==> config.mk <==
export PLATFORM = sky130hd
export DESIGN_NAME = pwm_output_ctrl_flat
export DESIGN_NICKNAME = d
export VERILOG_FILES = /design/src/rtl/pwm_output_ctrl_pkg.sv /design/src/rtl/pwm_output_ctrl_if.sv /design/src/rtl/pwm_output_ctrl_prescaler.sv /design/src/rtl/pwm_output_ctrl.sv /design/src/flat_wrapper.sv
export SDC_FILE = /design/constraint.sdc
export NUM_CORES = 1
export LEC_CHECK = 0
export CAP_MARGIN = 10
export CORE_MARGIN = 2
export CORE_UTILIZATION = 45
export DETAILED_ROUTE_END_ITERATION = 6
export MAX_ROUTING_LAYER = met4
export PLACE_DENSITY = 0.9
export SYNTH_ARGS = -nofsm -noshare
export SYNTH_HDL_FRONTEND = slang
export SYNTH_SLANG_ARGS = --single-unit
==> constraint.sdc <==
create_clock -name clk -period 3.95 [get_ports clk]
set_input_delay 0.5925 -clock clk [delete_from_list [all_inputs] [get_ports clk]]
set_output_delay 0.5925 -clock clk [all_outputs]
set_load 0.01 [all_outputs]
==> src/rtl/pwm_output_ctrl_pkg.sv <==
// Shared constants for the PWM output block and the SPI register block that feeds it.
// The SPI address map lives here so both sides decode the same addresses.
package pwm_pkg;
    localparam int unsigned PWM_BITS             = 8;
    localparam int unsigned NUM_OUT              = 16;
    localparam int unsigned PWM_PRESCALE_DEFAULT = 13;

    localparam logic [2:0] ADDR_EN_OUT_LO = 3'd0;
    localparam logic [2:0] ADDR_EN_OUT_HI = 3'd1;
    localparam logic [2:0] ADDR_EN_PWM_LO = 3'd2;
    localparam logic [2:0] ADDR_EN_PWM_HI = 3'd3;
    localparam logic [2:0] ADDR_DUTY      = 3'd4;

    // Full-scale duty is forced high so 0xFF never shows a one-step low at the wrap.
    function automatic logic pwm_level_f(input logic [PWM_BITS-1:0] cnt,
                                         input logic [PWM_BITS-1:0] duty_sh);
        return (duty_sh == '1) || (cnt < duty_sh);
    endfunction
endpackage

==> src/rtl/pwm_output_ctrl_if.sv <==
// Configuration registers handed from the SPI register block to the PWM output block.
interface pwm_output_ctrl_if;
    logic [7:0] en_out_lo;
    logic [7:0] en_out_hi;
    logic [7:0] en_pwm_lo;
    logic [7:0] en_pwm_hi;
    logic [7:0] duty;

    modport master (output en_out_lo, en_out_hi, en_pwm_lo, en_pwm_hi, duty);
    modport slave  (input  en_out_lo, en_out_hi, en_pwm_lo, en_pwm_hi, duty);
endinterface

==> src/rtl/pwm_output_ctrl_prescaler.sv <==
// Free-running prescaler: one-cycle tick every PRESCALE clocks, counting 0..PRESCALE-1.
module pwm_prescaler #(
    parameter int unsigned PRESCALE = 13
) (
    input  logic clk,
    input  logic rst_n,
    output logic tick
);
    localparam int unsigned CW = (PRESCALE > 1) ? $clog2(PRESCALE) : 1;
    localparam logic [CW-1:0] LAST = CW'(PRESCALE - 1);

    logic [CW-1:0] pre_cnt_q;
    logic [CW-1:0] pre_cnt_d;

    always_comb begin
        tick      = (pre_cnt_q == LAST);
        pre_cnt_d = tick ? '0 : pre_cnt_q + CW'(1);
    end

    always_ff @(posedge clk or negedge rst_n) begin
        if (!rst_n) begin
            pre_cnt_q <= '0;
        end else begin
            pre_cnt_q <= pre_cnt_d;
        end
    end
endmodule

==> src/rtl/pwm_output_ctrl.sv <==
// 16-output static/PWM driver with a double-buffered duty value; all outputs registered.
module pwm_output_ctrl
    import pwm_pkg::*;
#(
    parameter int unsigned PRESCALE = PWM_PRESCALE_DEFAULT
) (
    input  logic                clk,
    input  logic                rst_n,
    pwm_output_ctrl_if.slave    cfg,
    output logic [NUM_OUT-1:0]  out,
    output logic                period_start
);
    logic                tick;
    logic [PWM_BITS-1:0] pwm_cnt_q,  pwm_cnt_d;
    logic [PWM_BITS-1:0] duty_sh_q,  duty_sh_d;
    logic                wrap_q,     wrap_d;
    logic [NUM_OUT-1:0]  out_q,      out_d;
    logic                period_start_q, period_start_d;
    logic [NUM_OUT-1:0]  en_out;
    logic [NUM_OUT-1:0]  en_pwm;
    logic                pwm_level;

    pwm_prescaler #(.PRESCALE(PRESCALE)) u_prescaler (
        .clk   (clk),
        .rst_n (rst_n),
        .tick  (tick)
    );

    always_comb begin
        en_out    = {cfg.en_out_hi, cfg.en_out_lo};
        en_pwm    = {cfg.en_pwm_hi, cfg.en_pwm_lo};
        wrap_d    = tick && (pwm_cnt_q == '1);
        pwm_cnt_d = tick ? pwm_cnt_q + PWM_BITS'(1) : pwm_cnt_q;
        duty_sh_d = wrap_d ? cfg.duty : duty_sh_q;
        pwm_level = pwm_level_f(pwm_cnt_q, duty_sh_q);
        out_d     = en_out & (~en_pwm | {NUM_OUT{pwm_level}});
        // Delayed one extra cycle so the pulse lines up with the first out of the new period.
        period_start_d = wrap_q;
    end

    always_ff @(posedge clk or negedge rst_n) begin
        if (!rst_n) begin
            pwm_cnt_q      <= '0;
            duty_sh_q      <= '0;
            wrap_q         <= 1'b0;
            out_q          <= '0;
            period_start_q <= 1'b0;
        end else begin
            pwm_cnt_q      <= pwm_cnt_d;
            duty_sh_q      <= duty_sh_d;
            wrap_q         <= wrap_d;
            out_q          <= out_d;
            period_start_q <= period_start_d;
        end
    end

    assign out          = out_q;
    assign period_start = period_start_q;
endmodule

==> src/flat_wrapper.sv <==
// flat-port wrapper written by rule: the top's interface ports become plain ports
module pwm_output_ctrl_flat import pwm_pkg::*;
#(
    parameter int unsigned PRESCALE = PWM_PRESCALE_DEFAULT
)
  (clk, rst_n, out, period_start, cfg_en_out_lo, cfg_en_out_hi, cfg_en_pwm_lo, cfg_en_pwm_hi, cfg_duty);
  pwm_output_ctrl_if cfg_i ();
  input  logic clk;
  input  logic rst_n;
  output logic [NUM_OUT-1:0] out;
  output logic period_start;
  input wire logic [$bits(cfg_i.en_out_lo)-1:0] cfg_en_out_lo;
  input wire logic [$bits(cfg_i.en_out_hi)-1:0] cfg_en_out_hi;
  input wire logic [$bits(cfg_i.en_pwm_lo)-1:0] cfg_en_pwm_lo;
  input wire logic [$bits(cfg_i.en_pwm_hi)-1:0] cfg_en_pwm_hi;
  input wire logic [$bits(cfg_i.duty)-1:0] cfg_duty;
  assign cfg_i.en_out_lo = cfg_en_out_lo;
  assign cfg_i.en_out_hi = cfg_en_out_hi;
  assign cfg_i.en_pwm_lo = cfg_en_pwm_lo;
  assign cfg_i.en_pwm_hi = cfg_en_pwm_hi;
  assign cfg_i.duty = cfg_duty;
  pwm_output_ctrl #(.PRESCALE(PRESCALE)) u_core (.clk(clk), .rst_n(rst_n), .cfg(cfg_i), .out(out), .period_start(period_start));
endmodule
==> flow_metrics.tcl <==
set metrics [dict create \
    cts_sinks 38 \
    die_area_um2 4170 \
    root_buffer "clkbuf_8" \
    min_period_ns 2.31 \
    initial_utilization 0.458 \
    seq_area_frac_synth 0.576 \
    synthTopCellsByArea "dfrtp_1 58%, ha_1 7.6%, a21boi_0 7.3%, mux2_2 6.1%, xnor2_1 2.7%" \
    numCtsBuffers 5 \
    numPortBuffers 58 \
    final_cell_area_um2 2380 \
    synth.most_common_cell "dfrtp_1" \
    slowest_delay_ns 0.78 \
    setup_viol 0 \
    detail_route.wl_per_cell_um 15.1 \
    ctsResizeCount 0 \
    grt_max_degree 39 \
    insertion_delay_ns 0.28 \
    grtUsageMet1 0.204 \
    final_util 0.661 \
    drt_iter0_markers 59 \
    htree_num_levels 2 \
    synth_area_leader_cell "dfrtp_1" \
    pin_count 59 \
    ir_drop_mv 0.226 \
    crit_fanout 16 \
    min_period_over_period 0.584 \
    grt_pass1_wl_mm 5.89 \
    cp.required_ns 4.06 \
    status "finished, final reports clean" \
    dr.pass1.iters 4 \
    hp-class "reg2reg" \
    antenna_found_initial 0 \
    crit_path_start_kind "flip-flop" \
    cpLargestDelayFamily "compound AO/OA/AOI/OAI gates" \
    cts_tree "built" \
    cts_setup_buffers 0 \
    yosys_register_bits 38 \
    grt_util_met2 0.346 \
    pre_cts_ws_ns 1.70 \
    use_met3 0.0538 \
    worst-path-buf-inv 0 \
    finalNetCount 239 \
    timing.final.ws_setup_ns 1.64 \
    cts.path.max_buffers 2 \
    grt_overflow_total 0 \
    syn_area_um2 1650 \
    viasPerCell 5.07 \
    p_leak_nw 1.08 \
    synthTopCellsByCount "38 x dfrtp_1, 16 x a21boi_0, 11 x inv_1" \
    synth_top_area_frac 0.576 \
    yosys_warnings 0 \
    crit_chain "ha_1, and4_1, o21ai_0, o32ai_2, a21boi_0" \
    hpwl_mm 2.63 \
    grt_usage 0.193 \
    clk_pin_slew_worst_paths_ns 0.07 \
    drv_slew 0 \
    diodes 0 \
    maxCapViolations 0 \
    top_usage_layer "met2" \
    die_height_um 64.6 \
    cp_slowest_cell "o32ai_2" \
    synth_edf_count 0 \
    wl_mm 3.54 \
    finalHoldViolCount 0 \
    ant_nets 0 \
    power_density_nw_per_um2 345 \
    end_kind "flip-flop" \
    coreArea_um2 3610 \
    grt_pass1_vias 1319 \
    die_w_um 64.6 \
    synthToLayoutAreaGrowth_pct 44.4 \
    hold_buffers 0 \
    drive_above_1_share 0.118 \
    syn_nets 176 \
    synthFlopType "dfrtp_1" \
    drc_errors 0 \
    fmax_ghz 0.434 \
    row_count 22 \
    place_area_um2 2270 \
    worst_pin_slew_ns 0.854 \
    synth_cell_types 25 \
    place_congestion 0.709 \
    relSlewSlack 0.431 \
    setup-tns-final_ns 0 \
    route.vias.total 1192 \
    fin_worst_hold_slack_ns 0.364 \
    worstSetupPathType "reg2reg" \
    rsz0062_at_grt "false" \
    finClkSkew_ns 0.00522 \
    syn_area_per_cell_um2 13.3 \
    synthCells 124 \
    cp.arrival_ns 2.42 \
    async_reset_ff_frac 1.00 \
]
[path summary, 6_finish.rpt]
| kind | startpoint | endpoint | slack (ns) | cells after the start |
|---|---|---|---|---|
| max | u_core.pwm_cnt_q[7] | u_core.out[4] | 1.64 | 5 |
| min | u_core.period_start_d | u_core.period_start | 0.36 | 0 |
| max reg2reg | u_core.pwm_cnt_q[7] | u_core.out[4] | 1.64 | 5 |
| min reg2reg | u_core.period_start_d | u_core.period_start | 0.36 | 0 |
| max in group asynchronous | rst_n | u_core.pwm_cnt_q[2] | 3.05 | 1 |
| min in group asynchronous | rst_n | u_core.duty_sh_q[2] | 0.40 | 1 |
[worst reg2reg max path, cell delays in order, from the launching register on]
cell,delay (ns)
dfrtp_1,0.44
ha_1,0.36
and4_1,0.19
o21ai_0,0.12
o32ai_2,0.78
a21boi_0,0.25
[per-layer routing]
layer	routed length (µm)	vias up
met4	62	0
met5	0	-
li1	-	551
met1	1350	590
met2	1920	44
met3	206	7
[report_power, final]
group / leakage [nW] / switching, W / internal, W
Sequential: 0.455 / 0.00000616 / 0.000402
Combinational: 0.565 / 0.0000290 / 0.0000597
Clock: 0.0573 / 0.000124 / 0.000202
[cell type report]
| type | count | area [µm²] |
|---|---|---|
| Fill cell | 275 | 1220 |
| Clock inverter | 1 | 30.0 |
| Multi-Input combinational cell | 73 | 642 |
| Timing Repair Buffer | 58 | 576 |
| Clock buffer | 6 | 82.6 |
| Tap cell | 48 | 60.1 |
| Sequential cell | 38 | 951 |
| Inverter | 11 | 41.3 |
[per-stage QoR]
| stage | std cells | total power [W] |
|---|---|---|
| detailed placement | 228 | 0.000504 |
| global route | 235 | 0.000856 |
| finish | 235 | 0.000822 |
| CTS | 235 | 0.000830 |
| global placement | 228 | 0.000501 |
| floorplan | 124 | 0.000435 |
[cells in the final DEF, fill, tap and decap left out, types with 5 or more instances in the layout]
cell type	instances
clkdlybuf4s50_1	57
dfrtp_1	38
a21boi_0	16
inv_1	11
ha_1	10
mux2_2	9
nor2_1	6
clkbuf_8	6
xnor2_1	5
nand2_1	5
[sequential cells by signal, indices dropped and copies added (netlist names)]
| name | cells |
|---|---|
| u_core.period_start_d | 1 |
| u_core.duty_sh_q | 8 |
| u_core.period_start | 1 |
| u_core.u_prescaler.pre_cnt_q | 4 |
| u_core.out | 16 |
| u_core.pwm_cnt_q | 8 |
[logic make-up (layout without fill, tap and decap cells)]
family,count (synthesis),after routing,synth area share
adder cells (fa/ha/maj),10,10,0.0758
AO/OA/AOI/OAI,26,26,0.132
XOR/XNOR,8,8,0.0425
AND/OR/NAND/NOR,20,20,0.0773
multiplexers,9,9,0.0614
flip-flops,38,38,0.576
buffers and inverters,13,76,0.0349
(Power assumes the default switching activity.)
